### config.mk
export PLATFORM = sky130hd
export DESIGN_NAME = i2c_xfer_arbiter
export DESIGN_NICKNAME = d
export VERILOG_FILES = /design/src/rtl/i2c_xfer_arbiter.sv
export SDC_FILE = /design/constraint.sdc
export NUM_CORES = 1
export LEC_CHECK = 0
export BUFFER_PORTS_ARGS = -buffer_cell sky130_fd_sc_hd__buf_2
export CAP_MARGIN = 30
export CORE_MARGIN = 3
export CORE_UTILIZATION = 50
export CTS_BUF_LIST = sky130_fd_sc_hd__clkbuf_4 sky130_fd_sc_hd__clkbuf_8
export CTS_CLUSTER_DIAMETER = 150
export DETAILED_ROUTE_END_ITERATION = 8
export PLACE_DENSITY = 0.84
export SYNTH_ARGS = -nofsm -noshare
export SYNTH_HDL_FRONTEND = slang
export SYNTH_SLANG_ARGS = --single-unit
export TNS_END_PERCENT = 5
### constraint.sdc
create_clock -name clk_i -period 4.4 [get_ports clk_i]
set_input_delay 1.1 -clock clk_i [delete_from_list [all_inputs] [get_ports clk_i]]
set_output_delay 1.1 -clock clk_i [all_outputs]
set_load 0.1 [all_outputs]
### src/rtl/i2c_xfer_arbiter.sv
// Round-robin arbiter that walks one shared i2c_master through a complete multi-byte write per grant.
// Grant appears 2 cycles after a request. Payload is pulled one byte per LOAD. Per-state timeout is built only with I2C_ARB_TIMEOUT_EN.
module i2c_xfer_arbiter #(
  parameter int REQ_NUM     = 4,
  parameter int DATA_WIDTH  = 8,
  parameter int PRESC_WIDTH = 16,
  parameter int LEN_WIDTH   = 4,
  parameter int TMO_WIDTH   = 16
) (
  input  logic                                 clk_i,
  input  logic                                 a_rst_n_i,
  input  logic [REQ_NUM-1:0]                   req_i,
  input  logic [REQ_NUM*(DATA_WIDTH-1)-1:0]    addr_i,
  input  logic [REQ_NUM*LEN_WIDTH-1:0]         len_i,
  input  logic [PRESC_WIDTH-1:0]               prescale_i,
  input  logic [TMO_WIDTH-1:0]                 timeout_i,
  output logic [REQ_NUM-1:0]                   gnt_o,
  input  logic [DATA_WIDTH-1:0]                wr_data_i,
  input  logic                                 wr_valid_i,
  output logic                                 wr_ready_o,
  output logic                                 done_o,
  output logic                                 err_o,
  output logic                                 m_en_o,
  output logic [DATA_WIDTH-2:0]                m_slave_addr_o,
  output logic                                 m_dir_o,
  output logic [DATA_WIDTH-1:0]                m_data_o,
  output logic                                 m_write_o,
  output logic                                 m_stop_o,
  output logic [PRESC_WIDTH-1:0]               m_prescale_o,
  input  logic                                 m_byte_done_i,
  input  logic                                 m_nack_i,
  input  logic                                 m_busy_i
);

  localparam int IW = $clog2(REQ_NUM);
  localparam int AW = DATA_WIDTH - 1;

  typedef enum logic [2:0] {
    S_IDLE, S_ARB, S_LOAD, S_START, S_XFER, S_STOP, S_RELEASE
  } state_t;

  state_t                 state_q;
  logic [IW-1:0]          last_q;
  logic [IW-1:0]          idx_q;
  logic [AW-1:0]          addr_q;
  logic [LEN_WIDTH-1:0]   remain_q;
  logic                   first_q;
  logic                   err_q;
  logic [REQ_NUM-1:0]     gnt_q;
  logic                   wr_ready_q;
  logic                   done_q;
  logic                   err_o_q;
  logic                   m_en_q;
  logic [AW-1:0]          m_addr_q;
  logic                   m_dir_q;
  logic [DATA_WIDTH-1:0]  m_data_q;
  logic                   m_write_q;
  logic                   m_stop_q;

  logic                   win_vld;
  logic [IW-1:0]          win_idx;
  logic [IW-1:0]          cand;
  logic [AW-1:0]          win_addr;
  logic [LEN_WIDTH-1:0]   win_len;
  logic                   tmo_hit;

  // Scan downward so the candidate closest after last_q is the final one written.
  always_comb begin
    win_vld = 1'b0;
    win_idx = '0;
    cand    = '0;
    for (int i = REQ_NUM; i >= 1; i--) begin
      cand = IW'((int'(last_q) + i) % REQ_NUM);
      if (req_i[cand]) begin
        win_vld = 1'b1;
        win_idx = cand;
      end
    end
  end

  assign win_addr = addr_i[int'(win_idx)*AW +: AW];
  assign win_len  = len_i[int'(win_idx)*LEN_WIDTH +: LEN_WIDTH];

`ifdef I2C_ARB_TIMEOUT_EN
  state_t                 state_last_q;
  logic [TMO_WIDTH-1:0]   tmo_q;
  logic [TMO_WIDTH-1:0]   elapsed;

  // elapsed is the number of whole cycles already spent in the current state.
  always_ff @(posedge clk_i or negedge a_rst_n_i) begin
    if (!a_rst_n_i) begin
      state_last_q <= S_IDLE;
      tmo_q        <= '0;
    end else begin
      state_last_q <= state_q;
      if (state_q != state_last_q) tmo_q <= TMO_WIDTH'(1);
      else if (tmo_q != '1)        tmo_q <= tmo_q + TMO_WIDTH'(1);
    end
  end

  assign elapsed = (state_q != state_last_q) ? '0 : tmo_q;
  assign tmo_hit = (timeout_i != '0) &&
                   (({1'b0, elapsed} + (TMO_WIDTH+1)'(1)) == {1'b0, timeout_i});
`else
  logic unused_timeout;
  assign unused_timeout = ^timeout_i;
  assign tmo_hit        = 1'b0;
`endif

  always_ff @(posedge clk_i or negedge a_rst_n_i) begin
    if (!a_rst_n_i) begin
      state_q    <= S_IDLE;
      last_q     <= IW'(REQ_NUM - 1);
      idx_q      <= '0;
      addr_q     <= '0;
      remain_q   <= '0;
      first_q    <= 1'b0;
      err_q      <= 1'b0;
      gnt_q      <= '0;
      wr_ready_q <= 1'b0;
      done_q     <= 1'b0;
      err_o_q    <= 1'b0;
      m_en_q     <= 1'b0;
      m_addr_q   <= '0;
      m_dir_q    <= 1'b0;
      m_data_q   <= '0;
      m_write_q  <= 1'b0;
      m_stop_q   <= 1'b0;
    end else begin
      done_q  <= 1'b0;
      err_o_q <= 1'b0;
      case (state_q)
        S_IDLE: begin
          if (|req_i) state_q <= S_ARB;
        end
        S_ARB: begin
          if (win_vld) begin
            idx_q      <= win_idx;
            addr_q     <= win_addr;
            remain_q   <= win_len;
            first_q    <= 1'b1;
            err_q      <= 1'b0;
            gnt_q      <= REQ_NUM'(1) << win_idx;
            wr_ready_q <= 1'b1;
            state_q    <= S_LOAD;
          end else begin
            state_q <= S_IDLE;
          end
        end
        S_LOAD: begin
          if (tmo_hit) begin
            wr_ready_q <= 1'b0;
            err_q      <= 1'b1;
            m_stop_q   <= 1'b1;
            state_q    <= S_STOP;
          end else if (wr_valid_i && wr_ready_q) begin
            m_data_q   <= wr_data_i;
            wr_ready_q <= 1'b0;
            first_q    <= 1'b0;
            if (first_q) begin
              m_en_q   <= 1'b1;
              m_addr_q <= addr_q;
              m_dir_q  <= 1'b0;
              state_q  <= S_START;
            end else begin
              m_write_q <= 1'b1;
              state_q   <= S_XFER;
            end
          end
        end
        S_START: begin
          if (tmo_hit) begin
            err_q    <= 1'b1;
            m_stop_q <= 1'b1;
            state_q  <= S_STOP;
          end else begin
            m_write_q <= 1'b1;
            state_q   <= S_XFER;
          end
        end
        S_XFER: begin
          // NACK outranks a coincident byte-done so the error is never lost.
          if (tmo_hit || m_nack_i) begin
            err_q     <= 1'b1;
            m_write_q <= 1'b0;
            m_stop_q  <= 1'b1;
            state_q   <= S_STOP;
          end else if (m_byte_done_i) begin
            m_write_q <= 1'b0;
            if (remain_q == '0) begin
              m_stop_q <= 1'b1;
              state_q  <= S_STOP;
            end else begin
              remain_q   <= remain_q - LEN_WIDTH'(1);
              wr_ready_q <= 1'b1;
              state_q    <= S_LOAD;
            end
          end
        end
        S_STOP: begin
          if (!m_busy_i || tmo_hit) begin
            m_stop_q <= 1'b0;
            m_en_q   <= 1'b0;
            gnt_q    <= '0;
            done_q   <= 1'b1;
            err_o_q  <= err_q | (tmo_hit & m_busy_i);
            state_q  <= S_RELEASE;
          end
        end
        S_RELEASE: begin
          last_q  <= idx_q;
          state_q <= S_IDLE;
        end
        default: state_q <= S_IDLE;
      endcase
    end
  end

  assign gnt_o          = gnt_q;
  assign wr_ready_o     = wr_ready_q;
  assign done_o         = done_q;
  assign err_o          = err_o_q;
  assign m_en_o         = m_en_q;
  assign m_slave_addr_o = m_addr_q;
  assign m_dir_o        = m_dir_q;
  assign m_data_o       = m_data_q;
  assign m_write_o      = m_write_q;
  assign m_stop_o       = m_stop_q;
  assign m_prescale_o   = prescale_i;

endmodule

After elaboration in Yosys (flattened, before gate mapping):

Index checks and enable logic that the tools add are counted.

* register bits: 45
* bits in latches: 0
* RAM bits: 0
* memory bits (read-only): 0
* bits of input ports: 94
* output and inout bits: 42
* word-level logic and storage cells: 130
* memories: 0

* add/subtract/negate cells: 5
* $mul: 1
* divide/modulo/power cells: 0
* $lt $le $gt $ge: 4
* equal/unequal tests: 18
* shift-type cells: 3
* muxes and demuxes: 60
* bitwise gates (word level): 0
* reduce and logical (&&, ||, !) cells: 23

Operators with widths (number)
* 1-bit 2-to-1 mux: 29
* 28-bit by 6-bit variable part select with 7-bit output: 1
* 4-bit 2-to-1 mux: 6
* 3-bit 2-to-1 mux: 7
* 2-bit != test, second input constant: 10
* 3-bit one-hot mux with 6 select lines: 1
* 4-bit one-hot mux with 2 select lines: 2
* 4-bit AND reduction: 4
* 16-bit by 5-bit variable part select with 4-bit output: 1
* 2-bit by 3-bit less-than comparator with 1-bit output, second input constant: 4
* 3-bit AND reduction: 4
* 2-bit 2-to-1 mux: 5
* 2-bit nonzero test: 5
* 3-bit equality test, second input constant: 3
* 1-bit binary-select mux with 2-bit select: 4
* 1-bit one-hot mux with 2 select lines: 4
* 3-bit by 2-bit equality test with 1-bit output, second input constant: 2
* 3-bit != test, second input constant: 2
* 1-bit one-hot mux with 3 select lines: 2
* 6-bit AND reduction: 1
* 3-bit nonzero test: 2
* 2-bit by 3-bit multiplier with 5-bit output, second input constant: 1
* 5-bit AND reduction: 1
* 2-bit by 1-bit adder with 2-bit output, second input constant: 2
* 9 further kinds: 11

Longest topological paths before layout:

* depth in word-level cells: 10
* gate-level depth with buffers: 7

Worst setup path before layout:

OpenSTA, ideal clock, no wires.

* path type: input port to flip-flop
* start point: input port req_i[0]
* end point: register addr_q[2]
* library setup time: 125 ps
* arrival: 2486 ps
* data required time: 4275 ps
* path slack: 1789 ps
* stages on the path: 5
* cells stage by stage: nand2b_1 -> a21boi_4 -> nor3_4 -> mux4_2 -> mux2_2

* longest elaborated chain between the ends: 8

Ends and longest elaborated chain
* start, declared: line 12 `input logic [REQ_NUM-1:0] req_i,`
* 1-bit binary-select mux with 2-bit select: line 74 `if (req_i[cand]) begin`
* 1-bit 2-to-1 mux (not written as such): line 74
* 2-bit 2-to-1 mux (4 in series): line 74
* 2-bit by 3-bit multiplier with 5-bit output: line 81 `assign win_addr = addr_i[int'(win_idx)*AW +: AW];`
* 28-bit by 6-bit variable part select with 7-bit output: line 81
* end signal, assigned: line 139 `addr_q <= win_addr;`
* end, declared: line 45 `logic [AW-1:0] addr_q;`

Several ways; a longest one is shown, not always the timed one. The select of a mux whose other input is x is not followed.
A chain may end at the register's enable or synchronous reset.

Worst setup path after layout:

* start point: input port req_i[0]
* end point: register addr_q[6]

The elaborated chain is that of the path after synthesis.

==> impl_metrics.json <==
{
  "register_area_mm2": 0.00113,
  "fin_ws_ps": 1560,
  "finalCriticalPeriod_ps": 2840,
  "drtPass1Iterations": 4,
  "drt-initial-drc-count": 106,
  "drive_gt1_share_pct": 42.8,
  "synth_edf_count": 0,
  "grt_max_degree": 32,
  "initial_core_util_pct": 52.8,
  "clk_path_buf_depth": 2,
  "drv_slew": 0,
  "startpoint_type": "input port",
  "synth_warnings": 0,
  "synth_area_leader_cell": "dfrtp_1",
  "reg2reg_slack_ps": 2060,
  "antenna_found_initial": 0,
  "clock_latency_ps": 300,
  "die_w_um": 77.3,
  "dpl-instance-area_mm2": 0.00292,
  "crit_type": "input port to flip-flop",
  "hold_viol_final": 0,
  "seq_area_frac_synth_pct": 44.4,
  "cts_made_buffers": 5,
  "design_area_mm2": 0.00303,
  "power_w": 0.00268,
  "cts_tree": "built",
  "p_leak_nw": 1.39,
  "grt_pass1_vias": 2054,
  "hold_slack_ps": 478,
  "end_kind": "flip-flop",
  "syn_area_mm2": 0.00254,
  "max_cap_violations": 0,
  "multi_input_area_mm2": 0.00123,
  "routedWlPerCell_um": 15.7,
  "dp_slack_ps": 1220,
  "critPathMaxFanout": 19,
  "ctsHoldBuffers": 0,
  "nFillCells": 446,
  "crit_arrival_ps": 3020,
  "synth_fp_nets": 332,
  "die_area_mm2": 0.00598,
  "async_flop_share_pct": 100,
  "synth_top_area_share_pct": 42.3,
  "synth_area_leaders": "dfrtp_1 42%, mux2_2 8.9%, buf_4 5.3%",
  "synth-seq-cells": 45,
  "ant_nets": 0,
  "viasPerCell": 5.69,
  "ir_drop_uv": 700,
  "vias": 2121,
  "fin_crit_sh_pct": 64.5,
  "antennaDiodeCount": 0,
  "clock_sinks": 45,
  "wirelength_mm": 5.84,
  "hold_class": "flip-flop to flip-flop",
  "timing.fmax_mhz": 353,
  "num_rows": 25,
  "setup_violations": 0,
  "die_h_um": 77.3,
  "cts_resized": 0,
  "fin_nets": 400,
  "worstPathRequired_ps": 4590,
  "ios": 136,
  "place_hpwl_mm": 4.44,
  "synthFlopType": "dfrtp_1",
  "fin_worst_skew_ps": 10.9,
  "overflow": 0,
  "tightest_slew_ps": 889,
  "rsz0062_at_grt": "no",
  "syn_area_per_cell_um2": 10.7,
  "root_buffer": "clkbuf_8",
  "clkTransAtPathRegs_ps": 90,
  "drc": 0,
  "synthCells": 237,
  "core_mm2": 0.00482,
  "grt_pass1_wl_mm": 9.51,
  "htree_levels": 2,
  "final.setup.tns_ps": 0,
  "outcome": "finished, final reports clean",
  "ys_types": 52,
  "p_per_area_mw_per_mm2": 883,
  "synth.most_common_cell": "dfrtp_1",
  "cts_setup_buffers": 0,
  "portBuffers": 86,
  "gp_congestion": 0.829,
  "ys_top_cells_by_count": "43 x dfrtp_1, 20 x mux2_2, 18 x buf_4",
  "relSlewSlack_pct": 40.7,
  "syn_to_final_growth_pct": 19.3,
  "grt_use_total_pct": 19.6
}
[final cells by class]
type                    count  area share (%)
flip-flops and latches     45            37.2
multi-input cells         160            40.4
repair buffers             89            15.3
inverters                   4           0.495
clock inverters             2            1.28
clock buffers               6            2.52
well taps                  67            2.76
[path summary, 6_finish.rpt]
check	startpoint	end	cells past startpoint
hold / removal	idx_q[1]	idx_q[1]	2
max in group asynchronous	a_rst_n_i	idx_q[0]	2
setup reg to reg	last_q[1]	addr_q[6]	4
setup / recovery	req_i[0]	addr_q[6]	5
hold reg to reg	idx_q[1]	idx_q[1]	2
min in group asynchronous	a_rst_n_i	gnt_o[3]	1
[cells by family after synthesis]
family                     after synthesis  share of synthesized area (%)
AOI/OAI and AO/OA                       60                           18.6
adders and majority gates                1                          0.492
buffers and inverters                   32                           7.62
and+or+nand+nor                         70                           15.3
muxes                                   28                           13.5
DFF                                     45                           44.4
other                                    1                          0.147
[metal layers]
layer / vias up / part of all wire, % / global-route usage, %
met2: 97 / 48 / 32.8
met5: - / 0 / 0
met4: 0 / 1.3 / 6.23
met3: 16 / 9.0 / 4.46
met1: 1012 / 41 / 25.2
li1: 996 / - / -
[sequential cells by signal, summed over array words and instances, names as in the netlist, 2 cells and up]
register	flops
addr_q	7
gnt_o	4
idx_q	2
last_q	2
m_data_o	8
m_slave_addr_o	7
remain_q	4
state_q	3
[critical path: stages]
cell and delay (ps):
buf_2 140, or2_1 270, a311oi_4 810, mux4_2 420, mux2_2 270
[where the power goes]
group	internal, W	total (W)	switching, W
sequential	0.000615	0.000757	0.000142
clock	0.000177	0.000319	0.000142
combinational	0.000427	0.00160	0.00118
total	0.00122	0.00268	0.00146
[cells in the final DEF (no fill, tap or decap), types with 2 or more instances in the layout]
cell	Yosys	layout
buf_2	5	86
dfrtp_1	43	43
mux2_2	20	20
nor2_1	17	17
nand2_1	15	15
o21ai_0	14	14
a31oi_1	10	10
nand2b_1	8	8
a21oi_1	6	6
nor3b_1	5	5
a32oi_1	5	5
mux2i_1	5	5
clkbuf_8	0	5
inv_1	4	4
nor3_1	5	4
o311a_1	4	4
mux4_2	3	3
and2_1	2	2
nor3_4	2	2
and3_1	2	2
a211oi_1	2	2
nand3b_1	2	2
nand3_1	2	2
o211ai_1	2	2
or3_1	2	2
a21o_1	2	2
nor2b_1	2	2
dfstp_2	2	2
buf_4	18	2
[stage by stage]
step	std cells	util (%)
floorplan	237	-
global placement	364	60.2
detailed placement	365	60.6
CTS	373	63.0
global route	373	63.0
finish	373	63.0
No activity file was read; power rests on OpenSTA's default activity.
